File: src/rtl/div_unit.sv
// div_unit: 32-bit iterative restoring divider for DIV/DIVU.
// One quotient bit per cycle. Operands are converted to magnitudes on
// accept, and signs are reapplied when the result registers are loaded.
module div_unit (
   input  logic        clk,
   input  logic        rst,
   input  logic        startE,
   input  logic        signedE,
   input  logic        cancelE,
   input  logic [31:0] aE,
   input  logic [31:0] bE,
   output logic        stall_divE,
   output logic        ready,
   output logic [31:0] hi_o,
   output logic [31:0] lo_o
);

   typedef enum logic [1:0] {IDLE, BUSY, DONE} state_t;

   state_t      state, stateNext;
   logic [4:0]  cnt;
   logic [32:0] rem;      // partial remainder
   logic [31:0] dvd;      // dividend bits leave at the top, quotient bits enter at the bottom
   logic [31:0] dvs;      // divisor magnitude
   logic [31:0] aRaw;     // unmodified dividend, returned as remainder on divide-by-zero
   logic        sa, sb, divZero;

   logic        accept, step;
   logic [33:0] remShift, diff;
   logic        qBit;
   logic [32:0] remStep;
   logic [31:0] quoStep, quoFinal, remFinal;

   assign accept = (state == IDLE) & startE & ~cancelE;
   assign step   = (state == BUSY) & ~cancelE;

   // Hazard request: held while an accepted op is in flight, dropped at once on flush
   assign stall_divE = (((state == IDLE) & startE) | (state == BUSY)) & ~cancelE;

   // One restoring step plus the sign-corrected view of its result
   always_comb begin
      remShift = {rem, dvd[31]};
      diff     = remShift - {2'b00, dvs};
      qBit     = ~diff[33];
      remStep  = qBit ? diff[32:0] : remShift[32:0];
      quoStep  = {dvd[30:0], qBit};
      quoFinal = (sa ^ sb) ? (~quoStep + 32'd1) : quoStep;
      remFinal = sa ? (~remStep[31:0] + 32'd1) : remStep[31:0];
   end

   // Next-state logic; DONE always returns to IDLE so startE there is ignored
   always_comb begin
      stateNext = state;
      case (state)
         IDLE:    if (startE && !cancelE) stateNext = BUSY;
         BUSY:    if (cancelE) stateNext = IDLE;
                  else if (cnt == 5'd31) stateNext = DONE;
         DONE:    stateNext = IDLE;
         default: stateNext = IDLE;
      endcase
   end

   // State register and registered ready (high exactly while in DONE)
   always_ff @(posedge clk) begin
      if (rst) begin
         state <= IDLE;
         ready <= 1'b0;
      end else begin
         state <= stateNext;
         ready <= (stateNext == DONE);
      end
   end

   // Operand capture, iteration, and result load on the final step
   always_ff @(posedge clk) begin
      if (rst) begin
         cnt     <= '0;
         rem     <= '0;
         dvd     <= '0;
         dvs     <= '0;
         aRaw    <= '0;
         sa      <= 1'b0;
         sb      <= 1'b0;
         divZero <= 1'b0;
         hi_o    <= '0;
         lo_o    <= '0;
      end else if (accept) begin
         dvd     <= (signedE & aE[31]) ? (~aE + 32'd1) : aE;
         dvs     <= (signedE & bE[31]) ? (~bE + 32'd1) : bE;
         sa      <= signedE & aE[31];
         sb      <= signedE & bE[31];
         divZero <= (bE == 32'd0);
         aRaw    <= aE;
         rem     <= '0;
         cnt     <= '0;
      end else if (step) begin
         rem <= remStep;
         dvd <= quoStep;
         cnt <= cnt + 5'd1;
         if (cnt == 5'd31) begin
            hi_o <= divZero ? aRaw : remFinal;
            lo_o <= divZero ? 32'hFFFF_FFFF : quoFinal;
         end
      end
   end

endmodule

File: config.mk
export PLATFORM = sky130hd
export DESIGN_NAME = div_unit
export DESIGN_NICKNAME = d
export VERILOG_FILES = /design/src/rtl/div_unit.sv
export SDC_FILE = /design/constraint.sdc
export NUM_CORES = 1
export LEC_CHECK = 0
export CAP_MARGIN = 20
export CORE_UTILIZATION = 53
export CTS_BUF_LIST = sky130_fd_sc_hd__clkbuf_16
export CTS_CLUSTER_DIAMETER = 80
export DETAILED_ROUTE_END_ITERATION = 12
export GPL_TIMING_DRIVEN = 0
export HOLD_SLACK_MARGIN = 0.03
export PLACE_DENSITY_LB_ADDON = 0.08
export SYNTH_ARGS = -nofsm -noshare
export SYNTH_HDL_FRONTEND = slang
export SYNTH_SLANG_ARGS = --single-unit
File: constraint.sdc
create_clock -name clk -period 4.2 [get_ports clk]
set_input_delay 0.84 -clock clk [delete_from_list [all_inputs] [get_ports clk]]
set_output_delay 0.84 -clock clk [all_outputs]
set_load 0.02 [all_outputs]
==> results.md <==
- Status: finished, violations left
- Failing checks: setup timing
- Fmax: 0.219 GHz
- Cells on Worst Hold Path: 2
- Largest net degree at the start of global routing: 19
- Pint: 3.99 mW
- Hpwl dp: 37400 um
- Fin crit period: 4.57 ns
- Crit path max fanout: 4
- CP endpoint kind: flip-flop
- Worst Hold Launch: aRaw[21]
- Power per Cell Area: 369 nW/um^2
- Instance count on the critical path: 26
- Crit path buffers/inverters: 8
- Std cell rows: 57
- Setup CP Type: reg2reg
- CP arrival: 4.94 ns
- FF+latch area: 4130 sq um
- CTS sink cnt: 204
- Total vias in the final route: 14400
- Initial DRC Count: 1766
- Core area: 24400 sq um
- Clock Latency Late Sink: 0.54 ns
- Synth Flop Type: dfxtp_1
- GP Congestion: 0.964
- Fin worst setup slack: -0.374 ns
- # diodes: 0
- Area delta synth->final: 27.9%
- NetSw: 2.26 mW
- DRT Pass-1 Iters: 6
- P_leak: 5.99 nW
- Post-synthesis register bit count: 204
- Top delay family on crit path: simple AND/OR/NAND/NOR gates
- Vias in the first global route: 13400
- Fin Clk Skew: 0.0289 ns
- Fraction of layout cells with a size suffix above 1: 0.141
- CTS tree: done
- Final Instance Area: 17000 sq um
- CTS Hold Bufs: 0
- Slew HR: 0.277
- Post-layout util: 0.695
- Yosys cell types: 91
- Clock power frac: 0.312
- Initial core utilization: 0.543
- H-tree levels: 1
- Mapped Cells: 1752
- Top cell type's share of synthesized area: 0.308
- Critical Path Source: dvs[29]
- Post-synth net total: 1860
- Final wirelength: 49800 um
- Seq/Total Area, Yosys: 0.308
- Average wire per standard cell: 21.6 um
- Area of the multi-input gates: 9140 sq um
- Max stage delay on crit path: 0.40 ns
- Max Cap Viol: 0
- CP startpoint kind: flip-flop
- Final hold vios: 0
- CP max stage cell: or3_4
- Final setup viols: 12
- CTS root buf: clkbuf_16
- Switching portion of total power: 0.361
- Die Area: 25600 sq um
- Drt via density: 6.27
- Num CTS Buffers: 24
- Reg2reg start: dvs[29]
- Cell mode on critical path: buf_6
- Min-delay worst type: reg2reg
- Async set-reset flop share out of synthesis: 0
- Die Y: 160 um
- Antenna violations before repair: 1
- Final-report max-slew violation count: 0
- Nets@finish: 2073
- Final Power: 6.25 mW
- I/O Pins: 135
- Worst Hold Slack: 0.450 ns
- First-pass GRT wire length: 75700 um
- # DRC: 0
- Total track usage: 0.376
- Worst Tran Pin Value: 1.08 ns
- Leading cell types in the layout, fill and taps excluded: nand2_1, nor2_1, dfxtp_1
- Die width: 160 um
- Synth top area cells: dfxtp_1, a21oi_1, nand2_1
- PortBufs: 133
- Number of synthesized flops with an enable pin: 0
- Yosys warns: 0
- Post-synth top area cell: dfxtp_1
- Global route overflow: 0
- Unrepaired setup endpoints after global routing: yes
- Logic pwr share: 0.357
- Required time worst endpoint: 4.56 ns
- Post-DRT Antenna Nets: 0
- Register-to-Register Path Depth: 26
- Syn_area_per_cell: 7.57 sq um
- Fill count: 2113
- Clk slew on worst S/H paths: 0.06 ns
- Commonest non-fill, non-tap cell in the layout: nand2_1
- Placed cell area: 15100 sq um
- Clk buf depth: 3
- Reg power frac: 0.331
- Peak VDD IR: 0.296 mV
- Post-Syn Area: 13300 sq um
- Tcrit/Tclk final: 1.09
-- synth_stat cells (all sizes together), types with 13 or more instances --
cell type  number
nor2          208
xnor2          68
a211oi         84
ha             38
clkbuf         90
a31oi          21
or4            16
nor4           20
a311oi         16
inv            53
o31ai          25
mux2i          26
a21oi         173
o211ai         14
nand3          23
and3           21
o21ai          96
nand2         213
xor2           64
a22oi          30
dfxtp         204
and2           13
or3            29
nor3           46
buf            25
-- stage by stage --
step / instances / setup TNS [ns] / setup slack (ns)
floorplan: 1752 / -0.425 / -0.136
global placement: 2209 / -25.86 / -1.46
detailed placement: 2210 / -21.59 / -1.46
CTS: 2278 / -2.22 / -0.396
global route: 2305 / -4.52 / -0.498
finish: 2305 / -3.02 / -0.374
-- logic make-up after synthesis --
kind of cell | Yosys count | synth area share
compound gates | 531 | 0.262
flops | 204 | 0.308
buf+inv | 169 | 0.0526
xor+xnor | 132 | 0.0872
fa+ha+maj | 39 | 0.0374
mux | 26 | 0.0196
simple gates | 651 | 0.233
-- path summary, 6_finish.rpt --
path | slack (ns) | endpoint
worst min register to register | 0.45 | aRaw[21]
worst min-delay path | 0.45 | aRaw[21]
worst max register to register | -0.37 | hi_o[24]
worst max-delay path | -0.37 | hi_o[24]
-- cell type report --
type | count | area share
plain buffers | 103 | 0.0295
flip-flops and latches | 204 | 0.243
multi-input cells | 1379 | 0.539
clock inverters | 18 | 0.00694
inverters | 54 | 0.0128
well taps | 324 | 0.0239
repair buffers | 199 | 0.109
clock buffers | 24 | 0.0354
-- tightest hold or removal path, cell delays in order, from the launching register on --
cell and delay, ns:
dfxtp_1 0.30, nand2_1 0.05, a21oi_1 0.05
-- layer usage --
layer,up-vias,wire length (um),track usage
met5,-,0,0
met4,0,1530,0.133
met3,111,4850,0.0777
met2,744,21800,0.577
met1,6859,21600,0.520
li1,6729,-,-
-- sequential cells by signal (all words and copies together), names as in the netlist, 2 cells and up --
name   flops
hi_o      32
dvd       32
dvs       32
cnt        5
lo_o      32
aRaw      32
state      2
rem       33
-- timing repair --
item / 4_1_cts / 5_1_grt
endpoints found under the setup margin: 36 / 34
pin swaps: 41 / 37
setup buffers: 35 / 31
resized for setup: 101 / 84
-- power groups by stage --
stage | clock [mW] | combinational [mW] | sequential [mW]
final | 1.95 | 2.23 | 2.07
after CTS | 1.94 | 2.02 | 2.06
after global routing | 2.02 | 2.37 | 2.07
after detailed placement | 0 | 1.81 | 2.10
after global placement | 0 | 1.80 | 2.10
after floorplan | 0 | 1.27 | 2.08
No activity file was read; power rests on OpenSTA's default activity.
